### src/rtl/rxif_byte_packer.sv
// Byte-to-word ingress packer: packs a MAC byte stream little-endian into 32-bit
// AXI-Stream beats with first/error/byte-count sideband and a maximum frame length.
module rxif_byte_packer #(
  parameter int unsigned MAX_BYTES = 1522
) (
  input  logic        clk,
  input  logic        rst,
  input  logic        mac_rx_tvalid_i,
  output logic        mac_rx_tready_o,
  input  logic [7:0]  mac_rx_tdata_i,
  input  logic        mac_rx_tlast_i,
  input  logic        mac_rx_tuser_i,
  output logic        rxif_fifo_tvalid_o,
  input  logic        rxif_fifo_tready_i,
  output logic [31:0] rxif_fifo_tdata_o,
  output logic        rxif_fifo_tlast_o,
  output logic [3:0]  rxif_fifo_tuser_o
);

  typedef enum logic [1:0] {IDLE, FILL, DROP} state_t;

  localparam logic [15:0] MaxCnt = 16'(MAX_BYTES);

  state_t      state_q, state_d;
  logic [23:0] hold_q, hold_d;
  logic [1:0]  lane_q, lane_d;
  logic        first_q, first_d;
  logic        err_q, err_d;
  logic [15:0] cnt_q, cnt_d;
  logic        tvalid_q, tvalid_d;
  logic [31:0] tdata_q, tdata_d;
  logic        tlast_q, tlast_d;
  logic [3:0]  tuser_q, tuser_d;

  logic        ready;
  logic        accept;
  logic        at_max;
  logic        complete;
  logic        err_now;
  logic [15:0] cnt_inc;
  logic [31:0] word;

  always_ff @(posedge clk) begin
    if (rst) begin
      state_q  <= IDLE;
      hold_q   <= '0;
      lane_q   <= '0;
      first_q  <= 1'b1;
      err_q    <= 1'b0;
      cnt_q    <= '0;
      tvalid_q <= 1'b0;
      tdata_q  <= '0;
      tlast_q  <= 1'b0;
      tuser_q  <= '0;
    end else begin
      state_q  <= state_d;
      hold_q   <= hold_d;
      lane_q   <= lane_d;
      first_q  <= first_d;
      err_q    <= err_d;
      cnt_q    <= cnt_d;
      tvalid_q <= tvalid_d;
      tdata_q  <= tdata_d;
      tlast_q  <= tlast_d;
      tuser_q  <= tuser_d;
    end
  end

  // The holding register is cleared whenever a beat is emitted, so the lanes at and
  // above the current lane are always zero and a plain OR places the new byte.
  always_comb begin
    state_d  = state_q;
    hold_d   = hold_q;
    lane_d   = lane_q;
    first_d  = first_q;
    err_d    = err_q;
    cnt_d    = cnt_q;
    tvalid_d = tvalid_q;
    tdata_d  = tdata_q;
    tlast_d  = tlast_q;
    tuser_d  = tuser_q;

    ready    = (state_q == DROP) || !tvalid_q || rxif_fifo_tready_i;
    accept   = mac_rx_tvalid_i && ready;
    cnt_inc  = cnt_q + 16'd1;
    at_max   = (cnt_inc == MaxCnt);
    err_now  = err_q | mac_rx_tuser_i;
    complete = (lane_q == 2'd3) || mac_rx_tlast_i || at_max;
    word     = {8'h00, hold_q} | ({24'h000000, mac_rx_tdata_i} << {lane_q, 3'b000});

    if (tvalid_q && rxif_fifo_tready_i) begin
      tvalid_d = 1'b0;
    end

    if (accept) begin
      if (state_q == DROP) begin
        if (mac_rx_tlast_i) begin
          state_d = IDLE;
          cnt_d   = '0;
          err_d   = 1'b0;
          first_d = 1'b1;
          lane_d  = '0;
          hold_d  = '0;
        end
      end else begin
        if (complete) begin
          tvalid_d = 1'b1;
          tdata_d  = word;
          tlast_d  = mac_rx_tlast_i | at_max;
          tuser_d  = {first_q, err_now | (at_max & ~mac_rx_tlast_i), lane_q};
          lane_d   = '0;
          first_d  = 1'b0;
          hold_d   = '0;
        end else begin
          hold_d = word[23:0];
          lane_d = lane_q + 2'd1;
        end

        // A frame ending exactly at the limit is a normal end; otherwise truncate.
        if (mac_rx_tlast_i) begin
          state_d = IDLE;
          cnt_d   = '0;
          err_d   = 1'b0;
          first_d = 1'b1;
        end else if (at_max) begin
          state_d = DROP;
          cnt_d   = '0;
          err_d   = 1'b0;
        end else begin
          state_d = FILL;
          cnt_d   = cnt_inc;
          err_d   = err_now;
        end
      end
    end
  end

  assign mac_rx_tready_o    = ready;
  assign rxif_fifo_tvalid_o = tvalid_q;
  assign rxif_fifo_tdata_o  = tdata_q;
  assign rxif_fifo_tlast_o  = tlast_q;
  assign rxif_fifo_tuser_o  = tuser_q;

endmodule

### config.mk
export PLATFORM = sky130hd
export DESIGN_NAME = rxif_byte_packer
export DESIGN_NICKNAME = d
export VERILOG_FILES = /design/src/rtl/rxif_byte_packer.sv
export SDC_FILE = /design/constraint.sdc
export NUM_CORES = 1
export LEC_CHECK = 0
export CAP_MARGIN = 5
export CORE_UTILIZATION = 49
export CTS_CLUSTER_SIZE = 16
export DETAILED_ROUTE_END_ITERATION = 12
export GPL_TIMING_DRIVEN = 0
export PLACE_DENSITY_LB_ADDON = 0.05
export SYNTH_ARGS = -nofsm -noshare
export SYNTH_HDL_FRONTEND = slang
export SYNTH_SLANG_ARGS = --single-unit
### constraint.sdc
create_clock -name clk -period 3.05 [get_ports clk]
set_input_delay 0.915 -clock clk [delete_from_list [all_inputs] [get_ports clk]]
set_output_delay 0.915 -clock clk [all_outputs]
set_load 0.05 [all_outputs]
# Word level (Yosys, flattened, before mapping)
# Cells that the tools add are included.
[classes]
addsub = 2
eq_ne = 4
n_shift = 1
muxes = 25
bitwise_logic = 7
n_reduce_logical = 11
[ops]
columns = ["operator", "count"]
rows = [
  ["24-bit two-way mux", 3],
  ["16-bit two-way mux", 4],
  ["24-bit by 32-bit bitwise OR with 32-bit output", 1],
  ["8-bit by 5-bit << shifter with 32-bit output", 1],
  ["16-bit by 1-bit adder with 16-bit output (second input constant)", 1],
  ["16-bit by 11-bit equality test with 1-bit output (second input constant)", 1],
  ["1-bit two-way mux", 12],
  ["2-bit two-way mux", 6],
  ["3-bit AND reduction", 2],
  ["2-bit equality test (second input constant)", 2],
  ["1-bit logical OR", 4],
  ["1-bit bitwise OR", 3],
  ["2-bit by 1-bit adder with 2-bit output (second input constant)", 1],
  ["1-bit logical AND", 2],
  ["2-bit != test (second input constant)", 1],
  ["1-bit inverter", 2],
  ["2-bit AND reduction", 1],
  ["2-bit nonzero test", 1],
  ["1-bit AND", 1],
  ["1-bit zero test", 1],
]
[totals]
ff_bits = 84
in_bits = 14
out_inout_bits = 39
wordCells = 60

# Logic depth before layout (Yosys ltp)
# Gate-level depths: netlist (run 1).
[logic_depth]
depth_word = 6
depth_mapped = 12

# Worst setup path after synthesis (run 1)
# Ideal clock, no wire load.
[synth_timing]
kind = "reg2reg"
startpoint = "reg cnt_q[0]"
endpoint = "reg first_q"
setup_ns = 0.122
arrival_time_ns = 2.752
setup_slack_ns = 0.176
path_stages_with_launch = 12
period_less_slack_ns = 2.874
cell_sequence = "dfxtp_1 ha_1 clkbuf_1 nand3_1 or4_1 buf_2 mux2i_1 nand3_1 o31ai_4 buf_6 nand2_8 a221o_1"
[synth_between]
elab_chain_len = 5
[synth_lines]
columns = ["item", "line_no", "source"]
rows = [
  ["start: declaration", "29", "logic [15:0] cnt_q, cnt_d;"],
  ["start signal: assignment", "61", "cnt_q <= cnt_d;"],
  ["16-bit by 1-bit adder with 16-bit output", "85", "cnt_inc = cnt_q + 16'd1;"],
  ["16-bit by 11-bit equality test with 1-bit output", "86", "at_max = (cnt_inc == MaxCnt);"],
  ["1-bit logical OR", "88", "complete = (lane_q == 2'd3) || mac_rx_tlast_i || at_max;"],
  ["2-bit nonzero test (no source line)", "--", ""],
  ["3-bit AND reduction (no source line)", "--", ""],
  ["end signal: assignment", "59", "first_q <= first_d;"],
  ["end: declaration", "27", "logic first_q, first_d;"],
]
# No other way between the ends.
# A chain may end at the register's enable or synchronous reset.

# Worst setup path after layout (run 1)
[layout_timing]
startpoint = "in rxif_fifo_tready_i"
endpoint = "out mac_rx_tready_o"
[layout_between]
elab_chain_len = 1
[layout_lines]
columns = ["item", "line_no", "source"]
rows = [
  ["start: declaration", "14", "input logic rxif_fifo_tready_i,"],
  ["1-bit logical OR", "83", "ready = (state_q == DROP) || !tvalid_q || rxif_fifo_tready_i;"],
  ["end: declaration", "9", "output logic mac_rx_tready_o,"],
]
# No other way between the ends.

==> results of run 1 <==
## worst min-delay path by stage
| stage | from | to | slack [ps] | depth (start not counted) |
|---|---|---|---|---|
| 2_1_floorplan | hold_q[16] | hold_q[16] | 440 | 1 |
| 3_3_place_gp | hold_q[18] | hold_q[18] | 460 | 1 |
| 3_5_place_dp | hold_q[19] | hold_q[19] | 460 | 1 |
| 4_1_cts | hold_q[16] | hold_q[16] | 480 | 1 |
| 5_1_grt | hold_q[18] | hold_q[18] | 500 | 1 |
| 6_report | rxif_fifo_tuser_o[0] | rxif_fifo_tuser_o[0] | 480 | 2 |
## synth_stat cells, drive strengths merged (12+ instances only)
| cell type | number |
|---|---|
| mux2i | 13 |
| nand2b | 13 |
| o21ai | 12 |
| a22o | 24 |
| nor2 | 16 |
| buf | 18 |
| a211oi | 26 |
| clkbuf | 18 |
| dfxtp | 84 |
| a21oi | 56 |
| nand3 | 18 |
| nand2 | 39 |
## cell families (layout without fill, tap and decap cells)
logic type	after synthesis	after routing	synth area share [%]
compound gates	145	145	24.98
simple gates	140	140	20.46
flops	84	84	43.78
buf+inv	44	111	5.277
mux	13	13	3.387
xor+xnor	5	5	1.140
fa+ha+maj	3	3	0.9773
## worst reg2reg max path, delay by kind of cell, from the launching register on
kind / cells / cell delay [ps]
flops: 1 / 350
buf+inv: 3 / 550
simple gates: 4 / 1120
compound gates: 2 / 380
xor+xnor: 1 / 380
## routing by layer
layer  track usage (%)  share of wire (%)
met3             5.808                5.5
met2             38.38                 44
met5                 0                  0
met1             36.33                 49
met4             10.08                1.8
## power by group
group | switching [µW] | internal, µW
sequential | 24.2 | 1130
clock | 432 | 470
combinational | 225 | 120
## cell type report
type | instances | area [µm²]
Tap cell | 99 | 123.9
Buffer | 34 | 170.2
Sequential cell | 84 | 1689
Inverter | 8 | 30.03
Timing Repair Buffer | 53 | 524.3
Multi-Input combinational cell | 306 | 1994
Clock inverter | 6 | 95.09
Fill cell | 671 | 2654
Clock buffer | 10 | 127.6
## stage by stage
| stage | instances | power (µW) |
|---|---|---|
| 6_report | 600 | 2403 |
| 5_1_grt | 600 | 2495 |
| 4_1_cts | 600 | 2420 |
| 3_5_place_dp | 584 | 1523 |
| 3_3_place_gp | 584 | 1521 |
| 2_1_floorplan | 434 | 1403 |
## sequential cells by signal, indices dropped and copies added, names as in the netlist
name	cells
rxif_fifo_tuser_o	4
cnt_q	16
rxif_fifo_tvalid_o	1
hold_q	24
err_q	1
rxif_fifo_tdata_o	32
lane_q	2
state_q	2
rxif_fifo_tlast_o	1
first_q	1
## what timing repair did
action                     CTS  global route
setup buffers                1             1
setup endpoints to repair   80            67
gates cloned                 0             0
gates resized for setup      7            11
pin swaps                    1             2
==> run metrics, run 1 <==
leak pwr=0.001643 µW; transition at the pin with the smallest max-transition slack=approximately 660 ps; Final Core Density=64.18%; core outline area=7408 µm²; RSZ-0062 raised after global routing=no; net count of the mapped netlist=451; design area=4755 µm²; number of CTS-inserted buffers=9; number of enable flip-flop cells after synthesis=0; setup slack at placement=-479.6 ps; Routed Antenna Nets=0; deepest level of the CTS H-tree=3; number of register bits inferred by synthesis=84; total power per unit cell area=505.4 nW/µm²; Critical Path AT=2060 ps; maximum cell stage delay along the critical path=around 540 ps; result of the run=completed; number of primary I/O pins=53; aggregate negative setup slack=0 ps; clock tree from TritonCTS=built; final-stage net count=513; Tot GR Track Use=25.89%; fraction of layout instances using a drive strength above 1=10.38%; R2R Path Start=cnt_q[2]; Buf/Inv on CP=3; endpoint of the worst-slack reg-to-reg timing path=rxif_fifo_tdata_o[22]; capturing element of the worst setup path=mac_rx_tready_o; floorplan die width=90.54 µm; max-slew violation total from the final report=0; highest net fanout along the worst path=3; layout overhead on the synthesized area=23.78%; detailed-routing iteration count for the pre-antenna-repair pass=4; maximum operating frequency=~340 MHz; Worst VDD drop=around 290 µV; max_slew headroom=a little under three fifths; Clock Skew=around 9.8 ps; via total after detailed routing=~3,500; max-cap violation count=0; Starting Density=51.85%; WL final=10.02 mm; Yosys top cell area share=43.78%; wire length per cell=16.70 µm; initial antenna violation count=0; biggest area consumer among synthesized cells=sky130_fd_sc_hd__dfxtp_1; input/output buffers=51; clock latency reported for the late side of the worst-skew pair=370 ps; sequential-to-total area share from yosys stat=approximately 44%; final-report hold violation count=0; Slowest cell on crit path=sky130_fd_sc_hd__dlygate4sd2_1; first-pass GRT wire length=16.70 mm; kind of launch point of the worst setup path=input pin; number of cells produced by synthesis=434; setup slack of the worst register-to-register path=roughly 180 ps; number of global-route vias before repair=3,194; kind of cell with the highest combined delay on the critical path=buffers and inverters; count of inserted antenna diode cells=0; worst reg2reg path depth=10; launching element of the worst setup path=rxif_fifo_tready_i; maximum number of pins on one net before global-route repair=16; ratio of final minimum period to clock period=97.62%; Setup WS post-layout=72.64 ps; CTS root buf=sky130_fd_sc_hd__clkbuf_8; worst min-delay path class=reg -> reg; maximum root-to-sink buffer count=2; global placer's final weighted congestion=0.8968; type of the setup path with the least slack=in -> out; post-synthesis cell type count=52; violation count after the first detailed-routing iteration=198; kind of capture point of the worst setup path=output port; clock tree sinks=84; CTS hold repair buffers=0; Tmin final=2977 ps; most used cells in the layout excluding fill and tap cells=sky130_fd_sc_hd__dfxtp_1, sky130_fd_sc_hd__a21oi_1, sky130_fd_sc_hd__clkdlybuf4s50_1; total die area=8197 µm²; Stages on worst setup path=4; synth top area cells=sky130_fd_sc_hd__dfxtp_1, sky130_fd_sc_hd__a21oi_1, sky130_fd_sc_hd__a22o_1, sky130_fd_sc_hd__a211oi_1, sky130_fd_sc_hd__nand2_1; DRC violation count after routing=0; endpoints failing setup=0; Min Hold Slack=482.5 ps; Yosys warning count=0; Clock transition at path regs=~80 ps; endpoint required time on the critical path=roughly 2100 ps; CP Cell Sequence=clkdlybuf4s50_1 -> inv_1 -> nand3_1 -> dlygate4sd2_1; number of cell rows=31; ys flop type=sky130_fd_sc_hd__dfxtp_1; half-perimeter wire length of the detailed placement result=roughly 7 mm; via density per instance=5.880; GR Overflow Total=0; Syn Area/Cell=8.851 µm²; most common cell after layout, fill and taps aside=sky130_fd_sc_hd__dfxtp_1; share of flip-flops with an asynchronous set or reset=0%; post-synthesis cell area=3841 µm²; Placed Area=roughly 4500 µm²; DIE HEIGHT=90.54 µm
Power figures use the tool's default switching activity.
==> run 2: changes to the inputs <==
--- a/config.mk
+++ b/config.mk
@@ -6,7 +6,8 @@
 export NUM_CORES = 1
 export LEC_CHECK = 0
 export CAP_MARGIN = 5
-export CORE_UTILIZATION = 49
+export CORE_UTILIZATION = 51
+export CTS_BUF_LIST = sky130_fd_sc_hd__clkbuf_8
 export CTS_CLUSTER_SIZE = 16
 export DETAILED_ROUTE_END_ITERATION = 12
 export GPL_TIMING_DRIVEN = 0
==> run 2 against run 1 <==
Compared with the run above: hold slack worse by 1.3 ps; final cell count increased by 0.17%; die area down 3.8%; via count is 1.6% higher; final area fell by 1.1%; routed wire length up 3.5%; critical path type unchanged; largest power group unchanged.
==> run metrics, run 2 (synthesis gave the netlist of run 1 again) <==
result of the run=completed; Clock transition at path regs=90 ps; number of standard cells in the final layout excluding fillers=601; Clock Skew=13.11 ps; most used cells in the layout excluding fill and tap cells=sky130_fd_sc_hd__dfxtp_1, sky130_fd_sc_hd__a21oi_1, sky130_fd_sc_hd__clkdlybuf4s50_1; total power per unit cell area=480.8 nW/µm²; ratio of final minimum period to clock period=97.52%; internal power consumption=1559 µW; clock tree sinks=84; final-stage net count=514; share of power burned in the clock network=33.4%; Inst Count DP=584; max_slew headroom=56.98%; Starting Density=52.96%; CTS root buf=sky130_fd_sc_hd__clkbuf_8; deepest level of the CTS H-tree=3; WL final=10.37 mm; endpoint required time on the critical path=2130 ps; number of CTS-inserted buffers=9; clock tree from TritonCTS=built; Worst VDD drop=between 300 and 400 µV; global placer's final weighted congestion=~0.89; maximum operating frequency=336.2 MHz; highest net fanout along the worst path=3; endpoints failing setup=0; detailed-routing iteration count for the pre-antenna-repair pass=4; count of inserted antenna diode cells=0; via density per instance=about 6.0; wire length per cell=between 15 and 20 µm; design area=4703 µm²; via total after detailed routing=3,586; CTS hold repair buffers=0; half-perimeter wire length of the detailed placement result=just over 7 mm; floorplan die width=88.79 µm; RSZ-0062 raised after global routing=no; DIE HEIGHT=88.79 µm; max-slew violation total from the final report=0; DRC violation count after routing=0; proportion of total power due to net switching=31.05%; final-report hold violation count=0; Largest register FFs=32; net switching component of the power=around 700 µW; kind of launch point of the worst setup path=input pin; maximum number of pins on one net before global-route repair=17; leak pwr=0.001641 µW; sequential group share of total power=around 50%; Tot GR Track Use=approximately 28%; number of primary I/O pins=53; Routed Antenna Nets=0; core outline area=7253 µm²; maximum root-to-sink buffer count=2; most common cell after layout, fill and taps aside=sky130_fd_sc_hd__dfxtp_1; first-pass GRT wire length=16.47 mm; type of the setup path with the least slack=in -> out; Tmin final=2974 ps; combinational share of power=15.4%; layout overhead on the synthesized area=22.44%; number of cell rows=31; GR Overflow Total=0; violation count after the first detailed-routing iteration=185; Critical Path AT=just over 2000 ps; worst min-delay path class=reg -> reg; max-cap violation count=0; input/output buffers=51; initial antenna violation count=0; total die area=roughly 7900 µm²; transition at the pin with the smallest max-transition slack=643.0 ps; fraction of layout instances using a drive strength above 1=10.16%; clock latency reported for the late side of the worst-skew pair=360 ps; Placed Area=4476 µm²; kind of capture point of the worst setup path=output port; number of global-route vias before repair=3,251
-- run 2: what timing repair did --
action / CTS / global route
hold endpoints to repair: 0 / 0
cloned: 0 / 0
buffers inserted: 1 / 1
gates resized for setup: 6 / 12
pin swaps: 1 / 1
setup endpoints to repair: 80 / 65
-- run 2: path summary, 6_finish.rpt --
path	from	endpoint	slack (ps)	cells after the start
setup / recovery	rxif_fifo_tready_i	mac_rx_tready_o	80	4
hold / removal	rxif_fifo_tdata_o[29]	rxif_fifo_tdata_o[29]	480	2
setup reg to reg	cnt_q[0]	hold_q[15]	160	11
hold reg to reg	rxif_fifo_tdata_o[29]	rxif_fifo_tdata_o[29]	480	2
-- run 2: metal layers --
metal | global-route usage (%) | part of all wire (%) | wire (µm) | vias to the layer above
met5 | 0 | 0 | 0 | -
met3 | 3.918 | 5.3 | 547 | 11
li1 | - | - | - | 1748
met1 | 39.90 | 47 | 4914 | 1733
met2 | 42.38 | 46 | 4757 | 94
met4 | 10.85 | 1.4 | 149 | 0
-- run 2: power by group through the flow --
| stage | logic, µW | registers, µW | clock network, µW |
|---|---|---|---|
| final | 348 | 1160 | 756 |
| after global placement | 338 | 1180 | 0 |
| after floorplan | 136 | 1270 | 0 |
| after global routing | 371 | 1160 | 809 |
| after CTS | 345 | 1160 | 764 |
| after detailed placement | 341 | 1180 | 0 |
-- run 2: per-stage QoR --
step | setup TNS, ps | worst slack (ps) | power [µW] | util [%] | hold WS [ps]
final | 0 | 75.60 | 2261 | 64.84 | 481.2
after global routing | 0 | 2.347 | 2342 | 64.84 | 502.6
after CTS | 0 | 7.646 | 2268 | 64.53 | 485.9
after detailed placement | -24670 | -502.5 | 1524 | 61.70 | 459.2
after global placement | -21940 | -436.9 | 1520 | 61.70 | 456.5
after floorplan | 0 | 176.1 | 1403 | - | 443.2
-- run 2: layout make-up --
type / instances / area [µm²]
Sequential cell: 84 / 1689
Multi-Input combinational cell: 306 / 1981
Inverter: 8 / 30.03
Clock inverter: 7 / 56.30
Clock buffer: 9 / 123.9
Tap cell: 99 / 123.9
Timing Repair Buffer: 53 / 524.3
Fill cell: 691 / 2550
Buffer: 35 / 175.2
-- run 2: worst max-delay path, cell delays in order --
cell and delay (ps):
sky130_fd_sc_hd__clkdlybuf4s50_1 450, sky130_fd_sc_hd__inv_1 60, sky130_fd_sc_hd__nand3_1 100, sky130_fd_sc_hd__dlygate4sd2_1 540
==> run 3: changes to the inputs <==
==> constraint.sdc (replaced) <==
create_clock -name clk -period 3.05 [get_ports clk]
set_input_delay 0.915 -clock clk [delete_from_list [all_inputs] [get_ports clk]]
set_output_delay 0.915 -clock clk [all_outputs]
set_load 0.005 [all_outputs]
==> run 3 against run 2 <==
Compared with the run above: maximum frequency grew 0.81%; critical path depth is the same; register-to-register slack lost 30 ps; clock-buffer cell count is the same; final cell count shrank 0.33%; clock skew is essentially flat; global-route usage is essentially flat; largest cell class unchanged.
==> run metrics, run 3 (synthesis gave the netlist of run 1 again) <==
result of the run=completed; maximum operating frequency=338.9 MHz; clock latency reported for the late side of the worst-skew pair=360 ps; CTS root buf=sky130_fd_sc_hd__clkbuf_8; number of global-route vias before repair=3,244; half-perimeter wire length of the detailed placement result=slightly above 7 mm; Largest register FFs=32; leak pwr=between 0.0015 and 0.002 µW; number of standard cells in the final layout excluding fillers=approximately 600; detailed-routing iteration count for the pre-antenna-repair pass=4; wire length per cell=17.21 µm; violation count after the first detailed-routing iteration=~190; number of primary I/O pins=53; kind of launch point of the worst setup path=input pin; final-stage net count=512; met2 wire length=4.697 mm; Worst VDD drop=312.5 µV; Inst Count DP=584; fraction of layout instances using a drive strength above 1=10.40%; Routed Antenna Nets=0; clock tree from TritonCTS=built; global placer's final weighted congestion=0.8898; max-cap violation count=0; most used cells in the layout excluding fill and tap cells=sky130_fd_sc_hd__dfxtp_1, sky130_fd_sc_hd__a21oi_1, sky130_fd_sc_hd__clkdlybuf4s50_1; WL final=10.31 mm; top layer used by detailed routing=met4; max_slew headroom=57.62%; input/output buffers=51; highest net fanout along the worst path=3; transition at the pin with the smallest max-transition slack=633.4 ps; first-pass GRT wire length=roughly 16 mm; Tot GR Track Use=27.81%; maximum number of pins on one net before global-route repair=17; aggregate negative setup slack=0 ps; floorplan die width=88.79 µm; type of the setup path with the least slack=in -> out; sequential standard cell area=1689 µm²; kind of capture point of the worst setup path=output port; Clock transition at path regs=90 ps; via density per instance=roughly 5.9; met3 layer wire length in the routed design=692 µm; DRC violation count after routing=0; number of CTS-inserted buffers=9; Filler Cell Count=696; ratio of final minimum period to clock period=96.74%; core outline area=~7300 µm²; clock tree sinks=84; endpoints failing setup=0; max-slew violation total from the final report=0; via total after detailed routing=3,554; Clock Skew=12.76 ps; Met1 Routed Length=4.733 mm; total die area=between 7000 and 8000 µm²; Critical Path AT=2040 ps; DIE HEIGHT=88.79 µm; initial antenna violation count=0; maximum root-to-sink buffer count=2; total power per unit cell area=about 460 nW/µm²; deepest level of the CTS H-tree=3; layout overhead on the synthesized area=22.57%; most common cell after layout, fill and taps aside=sky130_fd_sc_hd__dfxtp_1; Tmin final=a little under 3000 ps; GR Overflow Total=0; RSZ-0062 raised after global routing=yes; worst min-delay path class=reg -> reg; number of cell rows=31; final-report hold violation count=0; area taken by multi-input logic gates=between 1500 and 2000 µm²; count of inserted antenna diode cells=0; Starting Density=between 50% and 60%; endpoint required time on the critical path=2130 ps
## run 3: per-layer routing
layer  global-route usage (%)  vias to the layer above
met5                        0                        -
met4                    10.85                        0
met3                    3.918                       15
met2                    42.24                      127
met1                    39.90                     1674
li1                         -                     1738
## run 3: worst paths after layout
path	slack (ps)	to	startpoint	depth (start not counted)
worst min register to register	480	rxif_fifo_tdata_o[29]	rxif_fifo_tdata_o[29]	2
worst max register to register	130	rxif_fifo_tdata_o[16]	cnt_q[0]	11
worst max-delay path	100	mac_rx_tready_o	rxif_fifo_tready_i	4
worst min-delay path	480	rxif_fifo_tdata_o[29]	rxif_fifo_tdata_o[29]	2
## run 3: critical path, stage by stage
cell and delay, ps:
sky130_fd_sc_hd__clkdlybuf4s50_1 450, sky130_fd_sc_hd__inv_1 60, sky130_fd_sc_hd__nand3_1 100, sky130_fd_sc_hd__clkdlybuf4s50_1 510
## run 3: repair_timing
action / 4_1_cts / 5_1_grt
pin swaps: 1 / 1
gates resized for setup: 5 / 16
setup buffers: 0 / 1
endpoints found under the setup margin: 79 / 68
hold buffers: 0 / 0
## run 3: area by class of cell
cell class	instances	share of cell area (%)
Buffer	34	3.774
Clock buffer	9	2.631
Clock inverter	7	1.196
Inverter	8	0.6378
Multi-Input combinational cell	306	42.25
Sequential cell	84	35.88
Tap cell	99	2.631
Timing Repair Buffer	52	11.00
## run 3: per-stage QoR
stage | instance area (µm²) | util [%] | setup WS [ps] | total power [µW] | hold WS, ps
2_1_floorplan | 3841 | - | 176.1 | 1316 | 443.2
3_3_place_gp | 4476 | 61.70 | -436.9 | 1433 | 456.5
3_5_place_dp | 4476 | 61.70 | -502.5 | 1438 | 459.2
4_1_cts | 4674 | 64.45 | 7.646 | 2180 | 485.9
5_1_grt | 4708 | 64.91 | -6.926 | 2255 | 502.7
6_report | 4708 | 64.91 | 99.47 | 2171 | 481.3
## run 3: power breakdown
group | switching (µW) | internal (µW) | total, µW
clock network | 448 | 306 | 754
logic | 140 | 120 | 260
registers | 25.0 | 1130 | 1160
